$ cat src/rtl/lms_pkg.sv
// Shared widths, tap count, leakage shift and FSM encoding for the LMS weight-update block.
package lms_pkg;

  localparam int unsigned NTAP       = 16;
  localparam int unsigned SAMPLE_W   = 14;
  localparam int unsigned ERR_W      = 11;
  localparam int unsigned WEIGHT_W   = 32;
  localparam int unsigned LEAK_SHIFT = 12;

  typedef enum logic [1:0] {
    StIdle,
    StUpdate,
    StDone
  } lms_state_e;

endpackage

$ cat src/rtl/lms_tap_mac.sv
// Combinational single-tap update: multiply, shift by mu, optional leak, add, saturate to 32 bits.
// Leakage term is included only when LMS_LEAKAGE_EN is defined.
module lms_tap_mac
  import lms_pkg::*;
#(
  parameter int unsigned MU_SHIFT = 10
) (
  input  logic signed [ERR_W-1:0]    e_s,
  input  logic signed [SAMPLE_W-1:0] x_s,
  input  logic signed [WEIGHT_W-1:0] w_cur,
  output logic signed [WEIGHT_W-1:0] w_next
);

  localparam int unsigned ProdW = ERR_W + SAMPLE_W;
`ifdef LMS_LEAKAGE_EN
  localparam int unsigned SumW  = WEIGHT_W + 2;
`else
  localparam int unsigned SumW  = WEIGHT_W + 1;
`endif

  logic signed [ProdW-1:0]   prod;
  logic signed [ProdW-1:0]   prod_sh;
  logic signed [SumW-1:0]    sum;
  logic [SumW-WEIGHT_W:0]    sum_top;

  always_comb begin
    prod    = ProdW'(e_s) * ProdW'(x_s);
    prod_sh = prod >>> MU_SHIFT;
`ifdef LMS_LEAKAGE_EN
    sum     = SumW'(w_cur) - SumW'(w_cur >>> LEAK_SHIFT) + SumW'(prod_sh);
`else
    sum     = SumW'(w_cur) + SumW'(prod_sh);
`endif
    // Result fits in 32 bits only when all bits above the weight MSB match it.
    sum_top = sum[SumW-1:WEIGHT_W-1];
    if ((&sum_top) || !(|sum_top)) begin
      w_next = sum[WEIGHT_W-1:0];
    end else if (sum[SumW-1]) begin
      w_next = {1'b1, {(WEIGHT_W-1){1'b0}}};
    end else begin
      w_next = {1'b0, {(WEIGHT_W-1){1'b1}}};
    end
  end

endmodule

$ cat src/rtl/lms_weight_update.sv
// LMS weight updater: snapshots e and the reference buffer, then sweeps one tap per cycle
// through a shared MAC. Define LMS_LEAKAGE_EN to enable weight leakage in the MAC.
module lms_weight_update #(
  parameter int unsigned NTAP     = lms_pkg::NTAP,
  parameter int unsigned MU_SHIFT = 10
) (
  input  logic                                clk,
  input  logic                                rst,
  input  logic                                adap_filter_state,
  input  logic                                e_valid,
  input  logic [lms_pkg::ERR_W-1:0]           e,
  input  logic [NTAP*lms_pkg::SAMPLE_W-1:0]   buffer_bus,
  input  logic                                weight_load,
  input  logic [NTAP*lms_pkg::WEIGHT_W-1:0]   weight_init_bus,
  output logic [NTAP*lms_pkg::WEIGHT_W-1:0]   weight_bus,
  output logic                                busy,
  output logic                                done,
  output logic                                e_drop
);
  import lms_pkg::*;

  localparam int unsigned     CntW    = (NTAP > 1) ? $clog2(NTAP) : 1;
  localparam logic [CntW-1:0] LastTap = CntW'(NTAP - 1);

  lms_state_e                 state_q, state_d;
  logic [CntW-1:0]            cnt_q, cnt_d;
  logic signed [ERR_W-1:0]    e_snap_q;
  logic signed [SAMPLE_W-1:0] x_snap_q [NTAP];
  logic signed [WEIGHT_W-1:0] w_q [NTAP];
  logic                       e_drop_q, e_drop_d;
  logic                       start, load_acc, drop, wr_en;
  logic signed [WEIGHT_W-1:0] w_next;

  always_comb begin
    start    = (state_q == StIdle) && e_valid && adap_filter_state && !weight_load;
    load_acc = (state_q == StIdle) && weight_load;
    drop     = e_valid && ((state_q != StIdle) || weight_load);
    wr_en    = (state_q == StUpdate) && adap_filter_state;
    // A drop in the same cycle as an accepted load still leaves the flag set.
    e_drop_d = (e_drop_q && !load_acc) || drop;
  end

  always_comb begin
    state_d = state_q;
    cnt_d   = cnt_q;
    unique case (state_q)
      StIdle: begin
        if (start) begin
          state_d = StUpdate;
          cnt_d   = '0;
        end
      end
      StUpdate: begin
        if (!adap_filter_state) begin
          state_d = StIdle;
        end else if (cnt_q == LastTap) begin
          state_d = StDone;
        end else begin
          cnt_d = cnt_q + CntW'(1);
        end
      end
      StDone:  state_d = StIdle;
      default: state_d = StIdle;
    endcase
  end

  lms_tap_mac #(
    .MU_SHIFT(MU_SHIFT)
  ) u_tap_mac (
    .e_s   (e_snap_q),
    .x_s   (x_snap_q[cnt_q]),
    .w_cur (w_q[cnt_q]),
    .w_next(w_next)
  );

  always_ff @(posedge clk) begin
    if (rst) begin
      state_q  <= StIdle;
      cnt_q    <= '0;
      e_snap_q <= '0;
      e_drop_q <= 1'b0;
      for (int k = 0; k < NTAP; k++) begin
        x_snap_q[k] <= '0;
        w_q[k]      <= '0;
      end
    end else begin
      state_q  <= state_d;
      cnt_q    <= cnt_d;
      e_drop_q <= e_drop_d;
      if (start) begin
        e_snap_q <= e;
        for (int k = 0; k < NTAP; k++) begin
          x_snap_q[k] <= buffer_bus[k*SAMPLE_W +: SAMPLE_W];
        end
      end
      if (load_acc) begin
        for (int k = 0; k < NTAP; k++) begin
          w_q[k] <= weight_init_bus[k*WEIGHT_W +: WEIGHT_W];
        end
      end else if (wr_en) begin
        w_q[cnt_q] <= w_next;
      end
    end
  end

  for (genvar k = 0; k < NTAP; k++) begin : g_wbus
    assign weight_bus[k*WEIGHT_W +: WEIGHT_W] = w_q[k];
  end

  assign busy   = (state_q != StIdle);
  assign done   = (state_q == StDone);
  assign e_drop = e_drop_q;

endmodule
$ cat config.mk
export PLATFORM = sky130hd
export DESIGN_NAME = lms_weight_update
export DESIGN_NICKNAME = d
export VERILOG_FILES = /design/src/rtl/lms_pkg.sv /design/src/rtl/lms_tap_mac.sv /design/src/rtl/lms_weight_update.sv
export SDC_FILE = /design/constraint.sdc
export NUM_CORES = 2
export LEC_CHECK = 0
export ABC_AREA = 1
export CAP_MARGIN = 20
export CORE_AREA = 8 8 490 492
export CTS_BUF_LIST = sky130_fd_sc_hd__clkbuf_8
export DETAILED_ROUTE_END_ITERATION = 8
export DIE_AREA = 0 0 498 500
export GPL_ROUTABILITY_DRIVEN = 0
export SYNTH_ARGS = -nofsm -noshare
export SYNTH_HDL_FRONTEND = slang
export SYNTH_SLANG_ARGS = --single-unit
$ cat constraint.sdc
create_clock -name clk -period 12.3 [get_ports clk]
set_clock_uncertainty 0.2 [all_clocks]
set_input_delay 3.075 -clock clk [delete_from_list [all_inputs] [get_ports clk]]
set_output_delay 3.075 -clock clk [all_outputs]
set_load 0.1 [all_outputs]
==> tab_implementation.tex <==
\begin{tabular}{lr}
\hline
Metric & Value \\
\hline
\multicolumn{2}{l}{\textbf{STA}} \\
Min Clock Period, post-route & 11.36 ns \\
Headroom to the max-slew limit & 0.1778 \\
RSZ-0062 raised after global routing & no \\
Final Hold Fails & 0 \\
Achievable Freq & slightly below 0.09 GHz \\
Period utilization & 0.9235 \\
Final setup violation count & 0 \\
Aggregate negative setup slack & 0 ns \\
Worst slew pin tran & between 1 and 1.5 ns \\
Number of pins with negative max-slew slack in the final report & 0 \\
Smallest hold slack & 0.2734 ns \\
\multicolumn{2}{l}{\textbf{Hold path}} \\
Hold Crit Depth & 2 \\
Min-Delay Startpoint & e\_drop \\
Type of the worst min-delay path & reg -> reg \\
End point of the most critical hold path & e\_drop \\
\multicolumn{2}{l}{\textbf{Global routing}} \\
First-pass GRT wire length & 409.2 mm \\
Largest net degree at the start of global routing & 157 \\
Sum of overflow across all layers after global routing & 0 \\
Initial antenna violation count & 197 \\
Tot GR Track Use & 0.2385 \\
Vias in the first global route & $\sim$46000 \\
\multicolumn{2}{l}{\textbf{Floorplanning}} \\
Area of the core & roughly 230000 sq um \\
Initial core utilization & 0.2079 \\
Vert. Die Dim & 500 microns \\
Io pins & 1267 \\
Row Count & 177 \\
Die area & 249000 sq um \\
Horizontal die dimension & 498 microns \\
\multicolumn{2}{l}{\textbf{Synth}} \\
Share of the yosys chip area belonging to registers & 0.4677 \\
Total standard cell area after synthesis & between 40000 and 50000 sq um \\
Synthesized netlist cell count & 5510 \\
Yosys synthesis warning count & 0 \\
Mean instance size in the synthesized netlist & 8.748 sq um \\
Number of library cell types mapped by synthesis & 46 \\
Number of synthesized register bits & 758 \\
Post-synthesis net count & approximately 6500 \\
\multicolumn{2}{l}{\textbf{Clocking}} \\
Clock tree sinks & 758 \\
Number of buffers added for setup after CTS & 0 \\
Clock Tree Buf Depth & 3 \\
Clock buffers created by TritonCTS & 154 \\
Cts hold-fix bufs & 0 \\
CTS root buf & sky130\_fd\_sc\_hd\_\_clkbuf\_8 \\
H-tree lvl count & 4 \\
CTS tree & built \\
Gates resized, CTS repair & 0 \\
Skew-Pair Late Insertion Delay & 0.94 ns \\
Clock transition time at the flip-flop clock pins of the worst setup and hold paths & 0.07 ns \\
\multicolumn{2}{l}{\textbf{Cells and area}} \\
Top library cells by usage in the layout, fill and taps aside & 1607 x sky130\_fd\_sc\_hd\_\_nand2\_1, 1184 x sky130\_fd\_sc\_hd\_\_clkdlybuf4s50\_1, 778 x sky130\_fd\_sc\_hd\_\_inv\_1 \\
Layout overhead on the synthesized area & 38.79\% \\
Filler cell count in the final layout & 24560 \\
Fraction of layout cells with a size suffix above 1 & 0.1246 \\
Most frequent standard cell in the layout excluding fill and tap cells & sky130\_fd\_sc\_hd\_\_nand2\_1 \\
Final layout net count & 7671 \\
Share of the core filled with cells in the final layout & 0.2885 \\
\multicolumn{2}{l}{\textbf{Placement}} \\
IO Port Bufs & 1266 \\
Post-detailed-placement half-perimeter wirelength & 252.7 mm \\
\multicolumn{2}{l}{\textbf{Power and ir drop}} \\
Clock Power Share & 0.272 \\
Maximum vdd ir drop & 0.1003 mV \\
Portion of total power attributed to sequential cells & 0.324 \\
Leakage power & 29.11 nW \\
Cell internal power dissipation & $\sim$5.3 mW \\
Total power after layout & 9.907 mW \\
Power density over the cells & $\sim$150 nW/um\^{}2 \\
Net Switching & 4.577 mW \\
Power share of the combinational group & 0.404 \\
Sw Share & 0.4620 \\
\multicolumn{2}{l}{\textbf{Routing}} \\
Drt first-iter violations & 4949 \\
First-pass iteration count of the detailed router & 6 \\
DRC violations left & 0 \\
Total detailed-routing wirelength & slightly above 300 mm \\
Total number of vias & 45890 \\
Vias per cell & 4.621 \\
Final ANT Viol Nets & 0 \\
Mean routed wirelength per cell & 31.37 microns \\
\multicolumn{2}{l}{\textbf{Run status}} \\
Status & complete, no violations \\
\multicolumn{2}{l}{\textbf{Worst setup path}} \\
Cell repeated most along the worst path & sky130\_fd\_sc\_hd\_\_nand2\_1 \\
Data arrival time of the critical path & about 12 ns \\
Highest fanout seen on the critical path & 57 \\
Kind of capture point of the worst setup path & flop \\
Register-to-register setup slack & 0.94 ns \\
Number of cell instances on the worst register-to-register path & 49 \\
Slowest stage cell, crit path & sky130\_fd\_sc\_hd\_\_o21ai\_0 \\
WP data required & 12.74 ns \\
Type of origin of the critical path & flop \\
Reg2reg end & w\_q[9][1] \\
Slowest stage delay, CP & 0.83 ns \\
Critical Setup Path Class & reg -> reg \\
\multicolumn{2}{l}{\textbf{Flow run}} \\
Number of violations of the max-capacitance limit & 0 \\
\hline
\end{tabular}
[cells in the mapped netlist (all sizes together)]
| cell type | count | area share |
|---|---|---|
| mux2 | 20 | 0.0047 |
| a21boi | 2 | 0.00031 |
| clkinv | 3 | 0.00026 |
| a31oi | 5 | 0.00065 |
| a21o | 1 | 0.00016 |
| nor4 | 1 | 0.00013 |
| nor3 | 10 | 0.0010 |
| fa | 143 | 0.059 |
| buf | 128 | 0.025 |
| o2111ai | 1 | 0.00018 |
| inv | 751 | 0.058 |
| o211ai | 108 | 0.017 |
| a211oi | 2 | 0.00031 |
| o21ai | 264 | 0.027 |
| nand4 | 5 | 0.00065 |
| xnor2 | 20 | 0.0036 |
| mux2i | 133 | 0.028 |
| nand2 | 2006 | 0.19 |
| or2 | 1 | 0.00013 |
| clkbuf | 188 | 0.015 |
| ha | 80 | 0.021 |
| nor2 | 387 | 0.031 |
| nand3b | 1 | 0.00023 |
| o21bai | 2 | 0.00031 |
| xor2 | 20 | 0.0036 |
| a21oi | 227 | 0.024 |
| nand3 | 243 | 0.026 |
| dfxtp | 22 | 0.0091 |
| edfxtp | 736 | 0.46 |
[critical path, delay by kind of cell (launching register included)]
kind	cells	cell delay, ns
AO/OA/AOI/OAI	10	2.87
XOR/XNOR	1	0.16
adder cells (fa/ha/maj)	7	3.12
buffers and inverters	9	1.15
flip-flops	1	0.68
AND/OR/NAND/NOR	22	2.82
[registers in the layout, indices dropped and copies added (netlist names), named ones only]
| signal | cells |
|---|---|
| w_q | 512 |
| x_snap_q | 224 |
| e_snap_q | 11 |
| cnt_q | 4 |
| state_q | 2 |
| e_drop | 1 |
[metal layers]
metal / vias to the layer above / wire (microns) / GRT usage
li1: 20080 / - / -
met1: 22170 / 116700 / 0.2716
met2: 2884 / 138400 / 0.3749
met3: 657 / 38730 / 0.1164
met4: 96 / 17140 / 0.1152
met5: - / 600 / 0
[area by class of cell]
class                      instances  area (sq um)  share of cell area
sequential                       758         22550              0.3372
tap                             3043          3807             0.05692
clock buffer                     158          2175             0.03251
antenna                           79         197.7            0.002955
multi-input combinational       3682         21150              0.3161
clock inverter                   110         770.7             0.01152
inverter                         754          2843             0.04250
timing repair buffer            1346         13400              0.2003
[kinds of logic after synthesis]
| family | after synthesis | synth area share |
|---|---|---|
| XOR/XNOR | 40 | 0.007269 |
| adder cells (fa/ha/maj) | 223 | 0.08016 |
| buffers and inverters | 1070 | 0.09839 |
| AO/OA/AOI/OAI | 612 | 0.06996 |
| multiplexers | 153 | 0.03229 |
| flip-flops | 758 | 0.4677 |
| AND/OR/NAND/NOR | 2654 | 0.2443 |
[worst max-delay path by stage]
| stage | from | to | slack (ns) | cells past startpoint |
|---|---|---|---|---|
| after floorplan | weight_load | x_snap_q[0][0] | 1.79 | 4 |
| after global placement | flop | w_q[0][1] | 1.23 | 49 |
| after detailed placement | flop | w_q[0][1] | 1.19 | 49 |
| after CTS | flop | w_q[13][3] | 1.12 | 49 |
| after global routing | flop | w_q[12][1] | 0.23 | 49 |
| final | flop | w_q[9][1] | 0.94 | 49 |
[power groups by stage]
stage                     clock, mW  sequential, mW  combinational [mW]
after floorplan                   0            4.16                1.75
after global placement            0            3.25                3.95
after detailed placement          0            3.25                3.98
after CTS                      2.75            3.21                4.00
after global routing           2.85            3.22                4.15
final                          2.69            3.21                4.01
[stage by stage]
| step | setup slack (ns) | std cells | cell area (sq um) |
|---|---|---|---|
| after floorplan | 1.792 | 5510 | 48200 |
| after global placement | 1.234 | 9565 | 63380 |
| after detailed placement | 1.185 | 9573 | 63540 |
| after CTS | 1.117 | 9841 | 66490 |
| after global routing | 0.2297 | 9893 | 66800 |
| final | 0.9413 | 9930 | 66890 |
(Power assumes the default switching activity.)
